**config.mk**
```make
export PLATFORM = sky130hd
export DESIGN_NAME = modmul_3329_pipe
export DESIGN_NICKNAME = d
export VERILOG_FILES = /design/src/rtl/modq_pkg.sv /design/src/rtl/barrett_corr_3329.sv /design/src/rtl/modmul_3329_pipe.sv
export SDC_FILE = /design/constraint.sdc
export NUM_CORES = 1
export LEC_CHECK = 0
export CORE_UTILIZATION = 34
export CTS_CLUSTER_SIZE = 8
export DETAILED_ROUTE_END_ITERATION = 12
export SLEW_MARGIN = 20
export SYNTH_ARGS = -nofsm -noshare
export SYNTH_HDL_FRONTEND = slang
export SYNTH_SLANG_ARGS = --single-unit
```
**constraint.sdc**
```tcl
create_clock -name clk -period 7.71 [get_ports clk]
set_clock_uncertainty 0.05 [all_clocks]
set_input_delay 2.313 -clock clk [delete_from_list [all_inputs] [get_ports clk]]
set_output_delay 2.313 -clock clk [all_outputs]
set_load 0.005 [all_outputs]
```
**src/rtl/modq_pkg.sv**
```systemverilog
// Shared constants and helpers for the q=3329 (Kyber) modular arithmetic blocks.
package modq_pkg;

  localparam int unsigned Q      = 3329;
  localparam int unsigned MU     = 5039;
  localparam int unsigned SHIFT  = 12;

  localparam int unsigned W_COEF = 12;
  localparam int unsigned W_PROD = 24;
  localparam int unsigned W_RED  = 14;
  localparam int unsigned W_H    = 25;
  localparam int unsigned W_T    = 13;
  localparam int unsigned W_DIFF = 25;

  // One conditional subtraction step; the building block of the final correction.
  function automatic logic [W_RED-1:0] condSub(input logic [W_RED-1:0] x,
                                               input logic [W_RED-1:0] m);
    return (x >= m) ? (x - m) : x;
  endfunction

endpackage

```
**src/rtl/barrett_corr_3329.sv**
```systemverilog
// Final Barrett correction: maps a partial residue r < 4q onto the canonical range [0,q).
module barrett_corr_3329
  import modq_pkg::*;
(
  input  logic [W_RED-1:0]  i_r,
  output logic [W_COEF-1:0] o_res
);

  localparam logic [W_RED-1:0] Q_RED = W_RED'(Q);

  logic [W_RED-1:0] w_sub1;
  logic [W_RED-1:0] w_sub2;
  logic [W_RED-1:0] w_sub3;
  logic             w_unusedHigh;

  // Three chained compares cover the worst case r in [3q, 4q).
  assign w_sub1 = condSub(i_r, Q_RED);
  assign w_sub2 = condSub(w_sub1, Q_RED);
  assign w_sub3 = condSub(w_sub2, Q_RED);

  assign o_res        = w_sub3[W_COEF-1:0];
  assign w_unusedHigh = ^w_sub3[W_RED-1:W_COEF];

endmodule

```
**src/rtl/modmul_3329_pipe.sv**
```systemverilog
// Streaming 12x12 modular multiplier mod 3329: four-stage Barrett pipeline with a global stall enable.
module modmul_3329_pipe
  import modq_pkg::W_COEF, modq_pkg::W_PROD, modq_pkg::W_RED,
         modq_pkg::W_H, modq_pkg::W_T, modq_pkg::W_DIFF;
#(
  parameter int unsigned Q     = modq_pkg::Q,
  parameter int unsigned MU    = modq_pkg::MU,
  parameter int unsigned SHIFT = modq_pkg::SHIFT
) (
  input  logic              clk,
  input  logic              rst,
  input  logic [W_COEF-1:0] din_a,
  input  logic [W_COEF-1:0] din_b,
  input  logic              din_valid,
  output logic              din_ready,
  output logic [W_COEF-1:0] dout_r,
  output logic              dout_valid,
  input  logic              dout_ready,
  output logic              busy
);

  logic              w_stall;
  logic              w_en;
  logic [W_PROD-1:0] w_prod;
  logic [W_COEF-1:0] w_q1;
  logic [W_T-1:0]    w_t;
  logic [W_DIFF-1:0] w_tq;
  logic [W_DIFF-1:0] w_diff;
  logic [W_COEF-1:0] w_corr;
  logic              w_unusedBits;

  logic [W_PROD-1:0] r_s1_p;
  logic              r_s1_v;
  logic [W_H-1:0]    r_s2_h;
  logic [W_PROD-1:0] r_s2_p;
  logic              r_s2_v;
  logic [W_RED-1:0]  r_s3_r;
  logic              r_s3_v;
  logic [W_COEF-1:0] r_dout_r;
  logic              r_dout_valid;

  // A held output freezes every stage, so no item can overtake or overwrite another.
  assign w_stall   = r_dout_valid & ~dout_ready;
  assign w_en      = ~w_stall;
  assign din_ready = ~w_stall & ~rst;

  assign w_prod = W_PROD'(din_a) * W_PROD'(din_b);
  assign w_q1   = r_s1_p[W_PROD-1:SHIFT];
  assign w_t    = r_s2_h[W_H-1:SHIFT];
  assign w_tq   = W_DIFF'(w_t) * W_DIFF'(Q);
  assign w_diff = W_DIFF'(r_s2_p) - w_tq;

  // Dropped low/high bits are by construction of the Barrett split; they carry no information.
  assign w_unusedBits = ^{r_s2_h[SHIFT-1:0], w_diff[W_DIFF-1:W_RED]};

  always_ff @(posedge clk) begin
    if (rst) begin
      r_s1_p <= '0;
      r_s1_v <= 1'b0;
    end else if (w_en) begin
      r_s1_p <= w_prod;
      r_s1_v <= din_valid;
    end
  end

  always_ff @(posedge clk) begin
    if (rst) begin
      r_s2_h <= '0;
      r_s2_p <= '0;
      r_s2_v <= 1'b0;
    end else if (w_en) begin
      r_s2_h <= W_H'(w_q1) * W_H'(MU);
      r_s2_p <= r_s1_p;
      r_s2_v <= r_s1_v;
    end
  end

  // Quotient estimate undershoots by at most 3, so the 14-bit partial residue stays below 4q.
  always_ff @(posedge clk) begin
    if (rst) begin
      r_s3_r <= '0;
      r_s3_v <= 1'b0;
    end else if (w_en) begin
      r_s3_r <= w_diff[W_RED-1:0];
      r_s3_v <= r_s2_v;
    end
  end

  barrett_corr_3329 u_corr (
    .i_r   (r_s3_r),
    .o_res (w_corr)
  );

  always_ff @(posedge clk) begin
    if (rst) begin
      r_dout_r     <= '0;
      r_dout_valid <= 1'b0;
    end else if (w_en) begin
      r_dout_r     <= w_corr;
      r_dout_valid <= r_s3_v;
    end
  end

  assign dout_r     = r_dout_r;
  assign dout_valid = r_dout_valid;
  assign busy       = r_s1_v | r_s2_v | r_s3_v | r_dout_valid;

endmodule

```
**Yosys cells after proc, flatten, opt, wreduce, memory -nomap -nowiden**

Cells that the tools add are included.

- Register bits after elaboration: 93
- Input port bits: 28
- Output and inout port bits: 15

- Add/subtract/negate cells: 4
- Multiply operators: 3
- Magnitude comparators: 3
- Muxes and demuxes: 3
- Bitwise logic cells: 8

Operators with widths:

| kind | number |
|---|---|
| >= comparator 14 x 12 -> 1 bit (second input constant) | 3 |
| 2-to-1 mux 14 bit | 2 |
| subtractor 14 x 12 -> 14 bit (second input constant) | 2 |
| multiplier 12 x 13 -> 25 bit (second input constant) | 1 |
| multiplier 12 x 12 -> 24 bit | 1 |
| multiplier 13 x 12 -> 14 bit (second input constant) | 1 |
| subtractor 14 bit | 1 |
| 2-to-1 mux 12 bit | 1 |
| subtractor 12 bit (second input constant) | 1 |
| NOT 1 bit | 3 |
| OR 1 bit | 3 |
| bitwise AND 1 bit | 2 |

**Logic depth before layout (Yosys ltp)**

- Word-level depth: 6
- Gate-level depth with buffers: 23
- Depth with buffers taken out: 22

**By module**

A second synthesis with hierarchy kept.

- Cells, all modules: 1650
- Area total of the unflattened synthesis: 13782.0 um^2

Modules (own cells, without submodules):

| module | times used | cells each | area an instance (um^2) |
|---|---|---|---|
| modmul_3329_pipe | 1 | 1368 | 11763.8 |
| barrett_corr_3329 | 1 | 282 | 2018.2 |

**Least setup slack after synthesis**

Ideal clock, no wire load.

- Path kind: input port to flip-flop
- Start: in din_b[5]
- End: reg r_s1_p[22]
- Arrival time: 7.190 ns
- Required time: 7.554 ns
- Path slack: 0.364 ns
- Stages on the path: 20
- Path buffers: 1
- Cells stage by stage: clkbuf_1 > nand2_1 > fa_1 > fa_1 > inv_1 > ha_1 > fa_1 > inv_1 > fa_1 > inv_1 > ha_1 > a21boi_0 > o21ai_0 > a21boi_0 > o21ai_0 > a21o_1 > a211oi_1 > o211ai_1 > a2111o_1 > o311ai_0

- Word-level cells in the longest chain between the ends: 1

Ends and longest elaborated chain:

| element | RTL line | text |
|---|---|---|
| from (decl) | modmul_3329_pipe.sv:13 | `input logic [W_COEF-1:0] din_b,` |
| multiplier 12 x 12 -> 24 bit | modmul_3329_pipe.sv:47 | `assign w_prod = W_PROD'(din_a) * W_PROD'(din_b);` |
| to (signal assigned) | modmul_3329_pipe.sv:61 | `r_s1_p <= w_prod;` |
| to (decl) | modmul_3329_pipe.sv:32 | `logic [W_PROD-1:0] r_s1_p;` |

No other way between the ends.
A chain may end at the register's enable or synchronous reset.

**Worst setup path in the final report**

- Start: in din_b[7]
- End: reg r_s1_p[22]

The elaborated chain is that of the path after synthesis.

==> summary.md <==
| Metric | Value |
|---|---|
| Outcome | `finished, final reports clean` |
| Pre-antenna DRT Iters | `5` |
| Wire length per cell | `13.35 um` |
| Post-Syn Nets | `1933` |
| Final setup fails | `0` |
| Largest stage delay on the critical path | `0.58 ns` |
| Peak Freq | `135.5 MHz` |
| IO Pins | `43` |
| Cells after synthesis | `1549` |
| Clock tree buffer depth | `2` |
| HPWL Detailed | `23.94 mm` |
| Initial antenna violation count | `0` |
| Num rows | `71` |
| Number of global-route vias before repair | `10380` |
| Total congestion overflow | `0` |
| Tcrit/Tclk final | `0.9571` |
| Antenna-violating nets left | `0` |
| Critical Path RT | `7.85 ns` |
| GPL Wtd Cong | `0.8492` |
| Worst-path maximum fanout | `5` |
| H-tree levels | `3` |
| Die height | `198.0 um` |
| Setup CP Type | `input pin to register` |
| Final #Nets | `1990` |
| RSZ-0062 raised after global routing | `false` |
| DR DRC count | `0` |
| Cts bufs inserted | `9` |
| Max_cap viols | `0` |
| P&R area growth vs syn | `12.81%` |
| Arrival time worst endpoint | `7.52 ns` |
| Multi-input gate area | `10110 um2` |
| Post-Syn Area | `13060 um2` |
| Die Width | `198.0 um` |
| Post-route minimum period | `7.379 ns` |
| Antenna diodes | `0` |
| CTS root buf | `clkbuf_16` |
| Slew @ Worst Pin | `0.8328 ns` |
| Initial core utilization | `0.3458` |
| Std-Cell Core Area | `37760 um2` |
| Netlist cell types | `83` |
| Via density | `4.777` |
| Slowest CP cell | `fa_1` |
| DR vias | `10140` |
| Mapped Avg Cell Area | `8.428 um2` |
| EDFF count, synth | `0` |
| Final slew viol count | `0` |
| GR Util All Layers | `0.1528` |
| Share of layout cells above drive strength 1 | `0.07945` |
| DRT iter0 DRCs | `472` |
| Largest net degree at the start of global routing | `73` |
| Routed wire length | `28.33 mm` |
| TritonCTS clock tree | `built` |
| CP most frequent cell | `fa_1` |
| Seq/Total Area, Yosys | `0.1242` |
| Ys Warns | `0` |
| Cell Chain, Critical Path | `clkdlybuf4s50_1, buf_4, buf_4, and2_1, fa_1, fa_1, fa_1, fa_1, inv_1, fa_1, inv_1, ha_1, or2_2, a21oi_1, buf_4, a211oi_2, o211ai_1, a2111o_1, o311ai_0` |
| Area of the die | `39180 um2` |
| Worst Setup Start Kind | `input pin` |
| PortBufs | `42` |
| Final hold vios | `0` |
| Rel. slew slack | `0.4436` |
| Min-delay worst type | `register to register` |
| Setup_tns | `0 ns` |
| Worst skew pair latency | `0.35 ns` |
| Sequential Area | `1622 um2` |
| Asr flop ratio synth | `0` |
| Filler cell count | `3884` |
| First-pass GRT wire length | `49.13 mm` |
| Clock transition at path regs | `0.06 ns` |
| Seq cells post-synth | `81` |
| Clock sink count | `81` |
| Ys flop type | `dfxtp_1` |
| Crit path capture type | `register` |
metrics by stage:
stage | setup WS [ns] | std cells | hold WS, ns | cell area [um2] | util
floorplan | 0.3637 | 1549 | 0.3819 | 13060 | -
global placement | -0.2736 | 2106 | 0.3881 | 14400 | 0.3814
detailed placement | -0.3873 | 2106 | 0.3932 | 14400 | 0.3815
CTS | 0.08291 | 2122 | 0.4020 | 14710 | 0.3896
global route | 0.008278 | 2122 | 0.4179 | 14730 | 0.3901
finish | 0.3308 | 2122 | 0.3989 | 14730 | 0.3901
flip-flops by register name, indices dropped and copies added, names as in the netlist:
register	count
r_s1_p	24
dout_valid	1
r_s2_p	13
dout_r	12
r_s1_v	1
r_s2_v	1
r_s3_v	1
r_s3_r	14
r_s2_h	14
cells in the final DEF (no fill, tap or decap), types with 13 or more instances in the layout:
master | synthesis | final
nand2_1 | 216 | 216
a21oi_1 | 81 | 81
xor2_1 | 17 | 17
inv_1 | 285 | 285
nor2_1 | 50 | 49
fa_1 | 166 | 166
buf_4 | 1 | 71
nor3_1 | 30 | 30
o21ai_0 | 33 | 32
dfxtp_1 | 81 | 81
a21o_1 | 13 | 13
xnor2_1 | 37 | 37
nand3_1 | 24 | 24
clkdlybuf4s50_1 | 0 | 36
or3_1 | 15 | 15
ha_1 | 190 | 190
and2_1 | 61 | 61
logic make-up after synthesis:
group | count (synthesis) | share of synthesized area
mux | 3 | 0.002396
fa+ha+maj | 356 | 0.4366
buf+inv | 353 | 0.1028
compound gates | 233 | 0.1219
xor+xnor | 56 | 0.03872
simple gates | 467 | 0.1733
flops | 81 | 0.1242
repair_timing:
item / in CTS / in global routing
endpoints found under the setup margin: 1 / 7
pin swaps: 0 / 2
buffers inserted: 0 / 0
gates resized for setup: 1 / 10
endpoints found under the hold margin: 0 / 0
gates cloned: 0 / 0
hold buffers: 0 / 0
critical path, delay by kind of cell:
| family | cells | cell delay, ns |
|---|---|---|
| fa+ha+maj | 6 | 2.85 |
| buf+inv | 6 | 1.08 |
| simple gates | 2 | 0.48 |
| compound gates | 5 | 0.79 |
layer usage:
layer,track usage,vias to the layer above,wire (um)
met5,0,-,0
met4,0.03474,0,422
met3,0.01277,25,615
met2,0.2741,126,13830
met1,0.1979,4865,13460
li1,-,5121,-
path summary, 6_finish.rpt:
check	start	end	slack (ns)	cells after the start
max	din_b[7]	r_s1_p[22]	0.33	19
min	dout_r[1]	dout_r[1]	0.40	2
max reg2reg	r_s1_p[21]	r_s2_h[21]	1.96	18
min reg2reg	dout_r[1]	dout_r[1]	0.40	2
cells in the mapped netlist, types with 5 or more instances:
master    instances  area, um2
nor2_1           50      187.7
and3_1            7      43.79
a31oi_1           9      56.30
ha_1            190       2377
nor4_1            7      43.79
a21boi_0          7      52.55
xor2_1           17      148.9
o21a_1           10      75.07
o31ai_1           7      52.55
a21o_1           13      97.59
or2_2             5      31.28
inv_1           285       1070
nand2b_1          8      50.05
nand2_1         216      810.8
a21oi_1          81      405.4
nand3_1          24      120.1
o211ai_1         10      75.07
and2_1           61      381.6
nor3_1           30      150.1
clkbuf_1         57      214.0
nor3b_1           5      37.54
xnor2_1          37      324.1
fa_1            166       3323
nand4_1           9      56.30
dfxtp_1          81       1622
a211oi_1          9      67.56
or3_1            15      93.84
nor2b_1           9      56.30
o21ai_0          33      165.2
area by class of cell:
type                       instances  area share
clock buffer                       9     0.01529
clock inverter                     7    0.005267
multi-input combinational       1115      0.6867
timing repair buffer             114     0.06660
tap                              511     0.04341
sequential                        81      0.1101
inverter                         285     0.07264
Power is not shown: default switching activity piles up to over one toggle a cycle in this logic, so the estimate is an artifact.
